<file path="config.mk">
export PLATFORM = sky130hd
export DESIGN_NAME = sp_shadow_unit
export DESIGN_NICKNAME = d
export VERILOG_FILES = /design/src/rtl/sp_shadow_unit.sv
export SDC_FILE = /design/constraint.sdc
export NUM_CORES = 1
export LEC_CHECK = 0
export CORE_ASPECT_RATIO = 0.7
export CORE_MARGIN = 1
export CORE_UTILIZATION = 44
export CTS_BUF_LIST = sky130_fd_sc_hd__clkbuf_8 sky130_fd_sc_hd__clkbuf_16
export CTS_CLUSTER_SIZE = 30
export DETAILED_ROUTE_END_ITERATION = 8
export PLACE_DENSITY_LB_ADDON = 0.15
export SYNTH_ARGS = -nofsm -noshare
export SYNTH_HDL_FRONTEND = slang
export SYNTH_SLANG_ARGS = --single-unit
</file>
<file path="constraint.sdc">
create_clock -name clk -period 4.1 [get_ports clk]
set_clock_uncertainty 0.2 [all_clocks]
set_input_delay 1.025 -clock clk [delete_from_list [all_inputs] [get_ports clk]]
set_output_delay 1.025 -clock clk [all_outputs]
set_load 0.01 [all_outputs]
</file>
<file path="src/rtl/sp_shadow_unit.sv">
// Speculative stack-pointer tracker for the decode stage.
// Maintains a shadow SP with EX/MEM/WB bypass, push/pop stepping, and bounds faulting.
//
// state | meaning
// SYNC  | shadow not trusted; base value comes from the regfile SP
// TRACK | shadow follows decoded push/pop and bypassed writes
// HALT  | bounds fault latched; shadow frozen until flush or reset
module sp_shadow_unit #(
    parameter int unsigned     DW      = 8,
    parameter int unsigned     AW      = 2,
    parameter int unsigned     SP_IDX  = 3,
    parameter int unsigned     STEP    = 1,
    parameter logic [DW-1:0]   STK_TOP = 8'hFF,
    parameter logic [DW-1:0]   STK_LIM = 8'h80
) (
    input  logic          clk,
    input  logic          rst,
    input  logic          stall,
    input  logic          flush,
    input  logic [DW-1:0] rf_sp,
    input  logic [1:0]    sp_op,
    input  logic          ex_we,
    input  logic          mem_we,
    input  logic          wb_we,
    input  logic [AW-1:0] ex_wa,
    input  logic [AW-1:0] mem_wa,
    input  logic [AW-1:0] wb_wa,
    input  logic [1:0]    ex_src,
    input  logic [1:0]    mem_src,
    input  logic [DW-1:0] ex_data,
    input  logic [DW-1:0] mem_data,
    input  logic [DW-1:0] wb_data,
    output logic [DW-1:0] sp_out,
    output logic          not_ready,
    output logic          sp_fault,
    output logic [1:0]    fault_code,
    output logic          synced
);

    typedef enum logic [1:0] {
        SYNC  = 2'b00,
        TRACK = 2'b01,
        HALT  = 2'b10
    } state_t;

    localparam logic [AW-1:0] SP_A   = AW'(SP_IDX);
    localparam logic [DW:0]   STEP_X = (DW+1)'(STEP);
    localparam logic [DW:0]   LIM_X  = {1'b0, STK_LIM} + STEP_X;
    localparam logic [DW:0]   TOP_X  = {1'b0, STK_TOP};

    state_t          state, state_nxt;
    logic [DW-1:0]   shadow, shadow_nxt;
    logic            fault_nxt;
    logic [1:0]      code_nxt;

    logic            ex_hit, mem_hit, wb_hit;
    logic [DW-1:0]   base;
    logic            is_push, is_pop;
    logic [DW:0]     sum_push, sum_pop;
    logic            ovf, unf;

    assign ex_hit  = ex_we  && (ex_wa  == SP_A);
    assign mem_hit = mem_we && (mem_wa == SP_A);
    assign wb_hit  = wb_we  && (wb_wa  == SP_A);
    assign base    = (state == SYNC) ? rf_sp : shadow;

    // Only ALU results can be forwarded early; loads and port reads stall until WB.
    always_comb begin
        sp_out    = base;
        not_ready = 1'b0;
        if (ex_hit) begin
            if (ex_src == 2'b00) sp_out = ex_data;
            else                 not_ready = 1'b1;
        end else if (mem_hit) begin
            if (mem_src == 2'b00) sp_out = mem_data;
            else                  not_ready = 1'b1;
        end else if (wb_hit) begin
            sp_out = wb_data;
        end
    end

    assign is_push  = (sp_op == 2'b01);
    assign is_pop   = (sp_op == 2'b10);
    assign sum_push = {1'b0, sp_out} - STEP_X;
    assign sum_pop  = {1'b0, sp_out} + STEP_X;
    assign ovf      = is_push && (({1'b0, sp_out} < LIM_X) || sum_push[DW]);
    assign unf      = is_pop  && (sum_pop > TOP_X);

    always_comb begin
        state_nxt  = state;
        shadow_nxt = shadow;
        fault_nxt  = sp_fault;
        code_nxt   = fault_code;
        if (flush) begin
            state_nxt = SYNC;
            fault_nxt = 1'b0;
            code_nxt  = 2'b00;
        end else if (!not_ready) begin
            case (state)
                SYNC, TRACK: begin
                    if (ovf) begin
                        state_nxt = HALT;
                        fault_nxt = 1'b1;
                        code_nxt  = 2'b01;
                    end else if (unf) begin
                        state_nxt = HALT;
                        fault_nxt = 1'b1;
                        code_nxt  = 2'b10;
                    end else begin
                        state_nxt = TRACK;
                        if (is_push)     shadow_nxt = sum_push[DW-1:0];
                        else if (is_pop) shadow_nxt = sum_pop[DW-1:0];
                        else             shadow_nxt = sp_out;
                    end
                end
                default: ;
            endcase
        end
    end

    always_ff @(posedge clk or negedge rst) begin
        if (!rst) begin
            state      <= SYNC;
            shadow     <= STK_TOP;
            sp_fault   <= 1'b0;
            fault_code <= 2'b00;
        end else if (!stall) begin
            state      <= state_nxt;
            shadow     <= shadow_nxt;
            sp_fault   <= fault_nxt;
            fault_code <= code_nxt;
        end
    end

    assign synced = (state == TRACK);

endmodule

</file>
==> results of run 1 <==
[Yosys cell counts, types with 3 or more instances]
cell       n  share of area (%)
nor3_1     4                1.3
a211o_1    3                1.7
or4_1      3                1.4
mux2_4     8                7.7
a21oi_1    7                2.3
buf_2      4                1.3
nor2b_1    3                1.2
a31oi_1    3                1.2
nand2b_1   7                2.8
dfrtp_1    5                8.0
a211oi_1   9                4.3
xor2_1     6                3.4
dfstp_2    8                 14
nand2_1   12                2.9
o21ai_0   15                4.8
nor2_1    20                4.8
clkbuf_1   3               0.72
mux2i_1    6                3.9
nand3_1    8                2.6
ha_1       3                2.4
or3_1      3                1.2
and3_1     6                2.4
nand4_1    3                1.2
[critical path: stages]
cell             delay, ps
clkdlybuf4s50_1        520
nand3_4                130
mux2i_1                250
a211oi_2               120
mux2_4                 300
clkdlybuf4s50_1        480
[layout by cell type, fill, tap and decap left out, types with 5 or more instances in the layout]
cell type and count:
dfrtp_1 5, and3_1 5, mux2i_1 6, buf_4 32, dfstp_2 8, mux2_4 9, nor2_1 20, clkdlybuf4s50_1 56
xor2_1 6, o21ai_0 14, a211oi_1 8, a21oi_1 7, nand2_1 12, nand2b_1 7, nand3_1 7, dlygate4sd2_1 6
[per-layer routing]
layer / up-vias / track usage (%) / wire length, µm
met5: - / 0 / 0
met4: 0 / 3.27 / 24
met3: 3 / 5.43 / 423
met2: 78 / 45.5 / 2330
met1: 851 / 38.4 / 2170
li1: 906 / - / -
[worst paths after layout]
path,start,to,cells after the start
worst max-delay path,mem_we,sp_out[3],6
worst min-delay path,sp_fault$_DFFE_PN0P_,sp_fault$_DFFE_PN0P_,2
worst max register to register,state[1]$_DFFE_PN0P_,shadow[5]$_DFFE_PN1P_,11
worst min register to register,sp_fault$_DFFE_PN0P_,sp_fault$_DFFE_PN0P_,2
max in group asynchronous,rst,fault_code[0]$_DFFE_PN0P_,1
min in group asynchronous,rst,state[1]$_DFFE_PN0P_,1
[sequential cells by signal, summed over array words and instances (netlist names)]
register    cells
fault_code      2
sp_fault        1
shadow          8
state           2
[cell type report]
type | instances | share of cell area, %
clock buffers | 3 | 1.60
clock inverters | 1 | 0.146
inverters | 2 | 0.292
multi-input cells | 163 | 46.7
flip-flops and latches | 13 | 13.0
well taps | 47 | 2.28
repair buffers | 98 | 36.0
[where the power goes]
group	switching (mW)	internal, mW
clock	0.0468	0.0663
combinational	0.253	0.329
sequential	0.0397	0.205
[kinds of logic after synthesis]
logic type / synth area share [%]
XOR/XNOR: 3.94
AND/OR/NAND/NOR: 27.6
flip-flops: 21.5
adder cells (fa/ha/maj): 2.41
multiplexers: 13.0
AO/OA/AOI/OAI: 26.9
buffers and inverters: 4.66
[metrics by stage]
stage	cells	setup WS (ps)
global route	327	-58.6
CTS	326	1.97
detailed placement	322	-182
floorplan	189	219
global placement	322	-139
finish	327	40.0
[what timing repair did]
item / CTS / global route
pin swaps: 0 / 2
resized for setup: 13 / 5
endpoints found under the setup margin: 8 / 12
cloned: 0 / 0
setup buffers: 0 / 1
==> results.toml, run 1 <==
[global_routing]
grt_max_degree = 22
gr-total-overflow = 0
grtUsageTotal_pct = 27.6
grt_antenna_before_repair = 0
grt_pass1_wl_um = 7930
grt_pass1_vias = 1719

[setup_path]
setup.worst_path.class = "in2out"
end_kind = "output port"
path_max_fanout = 6
critPathArrivalTime_ps = 2840
crit_required_ps = 2870
startpoint_type = "input port"
regToRegSetupSlack_ps = 640

[yosys]
avgSynthCellArea_um2 = 8.24
yosys_warnings = 0
synth_edf_count = 0
synth_nets = 243
async_flop_share_pct = 100
synth_cells = 189
yosysSeqAreaShare_pct = 21.5
ys_ff_latch = 13
synth_ff_type = "dfstp_2"
syn_area_mm2 = 0.00156
synth_cell_type_count = 54

[die]
row_count = 17
die_h_um = 51.8
start_util_pct = 47.8
die-area_mm2 = 0.00378
fp.dieW_um = 73.1
core-area_mm2 = 0.00325
io_pins = 64

[placed_design]
gp_congestion = 0.886
portBuffers = 63
placed_cell_area_mm2 = 0.00246
hpwl_um = 4000

[layout]
utilization_pct = 79.1
drive_gt1_share_pct = 25.7
nets = 335
num_antenna_cells = 0
fillerInstances = 231
stdcell_area_mm2 = 0.00257
multi_input_area_mm2 = 0.00120
seqCellArea_um2 = 335
syn2layout_area_growth_pct = 65.4

[detailed_routing]
drt-total-wl_um = 4940
detail_route.vias_per_cell = 5.62
drc = 0
ant_nets = 0
drtIter0Drc = 88
wl_per_cell_um = 15.1
via_count = 1838
firstDrtPassIters = 4

[status]
status = "completed"

[cts]
htreeDepth = 1
numCtsBuffers = 3
clockBufferDepth = 2
cts-root-buf = "clkbuf_8"
cts_hold_buf = 0
clkSinkCount = 13
cts_tree = "done"
clk_pin_slew_ps = 50
clk_latency_ps = 250

[sta]
fmax_ghz = 0.246
rsz0062_at_grt = "true"
worst_slew_pin_slew_ps = 582
report.final.slew_viol_count = 0
setup_viol_count_final = 0
final.min_clock_period_ps = 4060
slew_headroom_pct = 61.1
hold_violations = 0
timing.final.crit_share_pct = 99.0
setup_tns_ps = 0
fin_hold_ws_ps = 317

[hold_path]
worstHoldPathType = "reg2reg"

[power]
power_density_mw_per_mm2 = 365
peakVddDrop_v = 0.000326
p_leak_nw = 1.10
p_total_mw = 0.939

[run]
cap_viol_max_count = 0
No activity file was read; power rests on OpenSTA's default activity.
==> inputs of run 2 (changes only) <==
- PLACE_DENSITY: not set -> 0.91
- PLACE_DENSITY_LB_ADDON: 0.15 -> not set
==> run 2 against run 1 <==
  * Wire length rose by 26%
  * Via count rose by 14%
  * Worst setup slack improved by 49 ps
  * Sequential power rose by 3%
  * Cell count rose by 0.31%
  * Fmax rose by 1.2%
  * Critical endpoint is now sp_out[2]
==> results.toml, run 2 (synthesized netlist as in run 1, its figures left out) <==
[status]
status = "completed"

[hold_path]
hold_start = "sp_fault$_DFFE_PN0P_"
min_to = "sp_fault$_DFFE_PN0P_"
holdPathStages = 2
worstHoldPathType = "reg2reg"

[power]
clkPwrFrac_pct = 12.1
internal_power_mw = 0.595
swShare_pct = 38.7
p_leak_nw = 1.10
power_density_mw_per_mm2 = 381
peakVddDrop_v = 0.000227
p_total_mw = 0.971
p_switching_mw = 0.376
combPwrFrac_pct = 62.0
p_seq_share_pct = 25.9

[cts]
cts-root-buf = "clkbuf_8"
htreeDepth = 1
clkSinkCount = 13
clockBufferDepth = 2
cts_tree = "done"
clk_latency_ps = 250
cts_hold_buf = 0
numCtsBuffers = 3
clk_pin_slew_ps = 60

[detailed_routing]
top_layer_used = "met4"
via_count = 2103
drtIter0Drc = 225
detail_route.vias_per_cell = 6.41
wl_met1_um = 2480
drt-total-wl_um = 6250
firstDrtPassIters = 8
drc = 0
wl_per_cell_um = 19.1
wl_met3_um = 737
routed-wl-met2_um = 2680
ant_nets = 0

[die]
fp.dieW_um = 73.1
row_count = 17
start_util_pct = 47.8
io_pins = 64
die-area_mm2 = 0.00378
core-area_mm2 = 0.00325
die_h_um = 51.8

[layout]
final_common_cell = "clkdlybuf4s50_1"
largest_reg_flops = 8
utilization_pct = 78.4
nets = 336
drive_gt1_share_pct = 26.7
final_cell_mix = "clkdlybuf4s50_1, buf_4, nor2_1"
num_antenna_cells = 0
largest_registers = "shadow x8, fault_code x2, state x2"
top_register = "shadow"
syn2layout_area_growth_pct = 63.8

[global_routing]
grt_antenna_before_repair = 0
grt_pass1_vias = 1955
gr-total-overflow = 0
grt_pass1_wl_um = 9210
grt_max_degree = 16
grtUsageTotal_pct = 32.4

[setup_path]
r2r_cells = 13
regToRegSetupSlack_ps = 540
critPathArrivalTime_ps = 2790
crit_required_ps = 2870
startpoint_type = "input port"
setup.worst_path.class = "in2out"
r2r_start = "state[1]$_DFFE_PN0P_"
end_kind = "output port"
path_max_fanout = 7
r2r_end = "state[1]$_DFFE_PN0P_"

[sta]
final.min_clock_period_ps = 4010
hold_violations = 0
fin_hold_ws_ps = 283
report.final.slew_viol_count = 0
setup_ws_ps = 89.1
worst_slew_pin_slew_ps = 562
timing.final.crit_share_pct = 97.8
fmax_ghz = 0.249
setup_viol_count_final = 0
slew_headroom_pct = 62.4

[placed_design]
portBuffers = 63
hpwl_um = 4220
gp_congestion = 0.931
dp_worst_setup_slack_ps = -187

[run]
cap_viol_max_count = 0
==> run 2: changes by cell type in the layout (fill, tap and decap cells not counted), sizes merged <==
cell and change:
buf +1, clkdlybuf4s50 -1, dlymetal6s2s +1
==> run 2: layout make-up <==
type / count / area [µm²]
clock buffer: 3 / 41.3
timing repair buffer: 99 / 911
multi-input combinational: 163 / 1190
tap: 47 / 58.8
clock inverter: 1 / 3.75
fill: 216 / 704
sequential: 13 / 335
inverter: 2 / 7.51
==> run 2: worst max-delay path, stage by stage <==
cell             delay [ps]
clkdlybuf4s50_1         500
nand3_1                 130
buf_4                   190
o21ai_0                 210
o22ai_2                 130
mux2_4                  310
dlygate4sd2_1           290
==> run 2: layer usage <==
metal	global-route usage, %	up-vias
li1	-	907
met1	42.2	955
met2	53.5	194
met3	6.01	47
met4	11.8	0
met5	0	-
==> run 2: worst max-delay path by stage <==
stage,start,to,slack (ps),depth (start not counted)
after floorplan,ex_src[1],shadow[0]$_DFFE_PN1P_,220,14
after global placement,rf_sp[2],sp_out[2],-150,6
after detailed placement,ex_src[1],fault_code[1]$_DFFE_PN0P_,-190,14
after CTS,wb_wa[0],sp_out[3],10,7
after global routing,rf_sp[1],state[1]$_DFFE_PN0P_,-10,13
final,wb_wa[1],sp_out[2],90,7
==> run 2: stage by stage <==
step | setup TNS (ps) | std cells | cell area (µm²)
after floorplan | 0 | 189 | 1560
after global placement | -1750 | 322 | 2440
after detailed placement | -2840 | 322 | 2440
after CTS | 0 | 326 | 2510
after global routing | -13.9 | 328 | 2550
final | 0 | 328 | 2550
==> run 2: repair_timing <==
action	CTS	global route
resized for setup	16	4
pin swaps	0	3
hold endpoints to repair	0	0
setup buffers	0	2
endpoints found under the setup margin	8	13
==> run 2: power groups by stage <==
stage | Combinational, mW | Clock (mW) | Sequential (mW)
3_5_place_dp | 0.572 | 0 | 0.243
3_3_place_gp | 0.554 | 0 | 0.243
5_1_grt | 0.635 | 0.124 | 0.252
2_1_floorplan | 0.329 | 0 | 0.229
6_report | 0.602 | 0.117 | 0.251
4_1_cts | 0.571 | 0.116 | 0.244
==> inputs of run 3 (changes only) <==
- CORE_UTILIZATION: 44 -> 47
- PLACE_DENSITY: 0.91 -> 0.95
- clock period: 4.1 -> 5.06 ns (I/O delays scaled with it)
==> run 3 against run 2 <==
  * Worst hold slack gained 21 ps
  * Sequential power shrank 21%
  * Register-to-register slack gained 980 ps
  * Total power shrank 27%
  * Worst setup slack gained 84 ps
  * Cell count shrank 11%
  * Wire length shrank 24%
  * First-iteration DRC count shrank 21%
  * Via count shrank 16%
  * Clock power shrank 23%
==> results.toml, run 3 (synthesized netlist as in run 1, its figures left out) <==
[placed_design]
portBuffers = 63
gp_congestion = 0.933
hpwl_um = 3820

[layout]
nets = 309
num_antenna_cells = 0
drive_gt1_share_pct = 15.0
top_register = "shadow"
largest_reg_flops = 8
utilization_pct = 72.5
final_cell_mix = "clkdlybuf4s50_1, nor2_1, o21ai_0"
largest_registers = "shadow x8, fault_code x2, state x2"
final_common_cell = "clkdlybuf4s50_1"
syn2layout_area_growth_pct = 46.6

[setup_path]
setup.worst_path.class = "in2out"
crit_path_max_incr_delay_ps = 540
path_max_fanout = 7
critPathArrivalTime_ps = 3420
startpoint_type = "input port"
crit_required_ps = 3600
end_kind = "output port"
crit_chain = "clkdlybuf4s50_1 -> nand3_1 -> mux2i_1 -> a211oi_1 -> mux2_2 -> clkdlybuf4s50_1"
critPathMostFrequentCell = "clkdlybuf4s50_1"
cp_slowest_cell = "clkdlybuf4s50_1"

[power]
p_leak_nw = 0.923
peakVddDrop_v = 0.000227
power_density_mw_per_mm2 = 309

[sta]
slew_headroom_pct = 55.7
worst_slew_pin_slew_ps = 658
final.min_clock_period_ps = 4890
fmax_ghz = 0.205
setup_viol_count_final = 0
setup_tns_ps = 0
hold_violations = 0
rsz0062_at_grt = "false"
timing.final.crit_share_pct = 96.6
report.final.slew_viol_count = 0

[detailed_routing]
detail_route.vias_per_cell = 6.08
routed-wl-met2_um = 2100
via_count = 1776
drc = 0
wl_per_cell_um = 16.2
wl_met1_um = 2020
top_layer_used = "met4"
drt-total-wl_um = 4740
firstDrtPassIters = 7
wl_met3_um = 575
ant_nets = 0
drtIter0Drc = 177

[status]
status = "completed"

[global_routing]
grtUsageTotal_pct = 27.1
grt_max_degree = 15
gr-total-overflow = 0
grt_pass1_vias = 1585
grt_pass1_wl_um = 7440
grt_antenna_before_repair = 0

[cts]
numCtsBuffers = 3
clockBufferDepth = 2
cts_setup_buffers = 0
clkSinkCount = 13
cts_tree = "done"
cts-root-buf = "clkbuf_8"
clk_pin_slew_ps = 50
clk_latency_ps = 240
cts_hold_buf = 0
cts_resized = 0
htreeDepth = 1

[die]
die-area_mm2 = 0.00355
io_pins = 64
core-area_mm2 = 0.00315
die_h_um = 50.1
fp.dieW_um = 70.8
start_util_pct = 49.4
row_count = 17

[hold_path]
worstHoldPathType = "reg2reg"

[run]
cap_viol_max_count = 0
run 3: cell type report:
type | count | area (µm²)
sequential | 13 | 335
clock buffer | 3 | 41.3
timing repair buffer | 72 | 698
fill | 248 | 866
inverter | 2 | 7.51
clock inverter | 1 | 3.75
tap | 38 | 47.5
multi-input combinational | 163 | 1150
run 3: final timing paths:
| path | from | endpoint | slack, ps | cells after the start |
|---|---|---|---|---|
| max in group asynchronous | rst | fault_code[1]$_DFFE_PN0P_ | 3090 | 1 |
| worst min-delay path | sp_fault$_DFFE_PN0P_ | sp_fault$_DFFE_PN0P_ | 300 | 2 |
| worst min register to register | sp_fault$_DFFE_PN0P_ | sp_fault$_DFFE_PN0P_ | 300 | 2 |
| worst max register to register | state[1]$_DFFE_PN0P_ | shadow[7]$_DFFE_PN1P_ | 1520 | 10 |
| worst max-delay path | mem_we | sp_out[3] | 170 | 6 |
| min in group asynchronous | rst | state[1]$_DFFE_PN0P_ | 1190 | 1 |
run 3: report_power, final:
part           switching, mW  total, mW  internal (mW)  leakage (nW)
Sequential            0.0319      0.198          0.166         0.150
Combinational          0.190      0.416          0.227         0.746
Clock                 0.0367     0.0903         0.0536        0.0269
Total                  0.258      0.704          0.446         0.923
run 3: worst max-delay path, delay by kind of cell:
kind                   cells  cell delay [ps]
AOI/OAI and AO/OA          1              370
muxes                      2              510
buffers and inverters      2             1010
and+or+nand+nor            1              260
run 3: per-layer routing:
metal / vias up / global-route usage [%]
met1: 796 / 36.8
met2: 118 / 42.3
li1: 853 / -
met3: 9 / 7.03
met5: - / 0
met4: 0 / 8.67
run 3: per-stage QoR:
step	hold WS (ps)	cell area (µm²)	worst slack, ps	std cells	power [mW]
floorplan	310	1560	939	189	0.452
global placement	275	2240	251	288	0.594
detailed placement	292	2240	192	288	0.607
CTS	295	2280	183	292	0.701
global route	336	2280	7.44	292	0.743
finish	304	2280	173	292	0.704
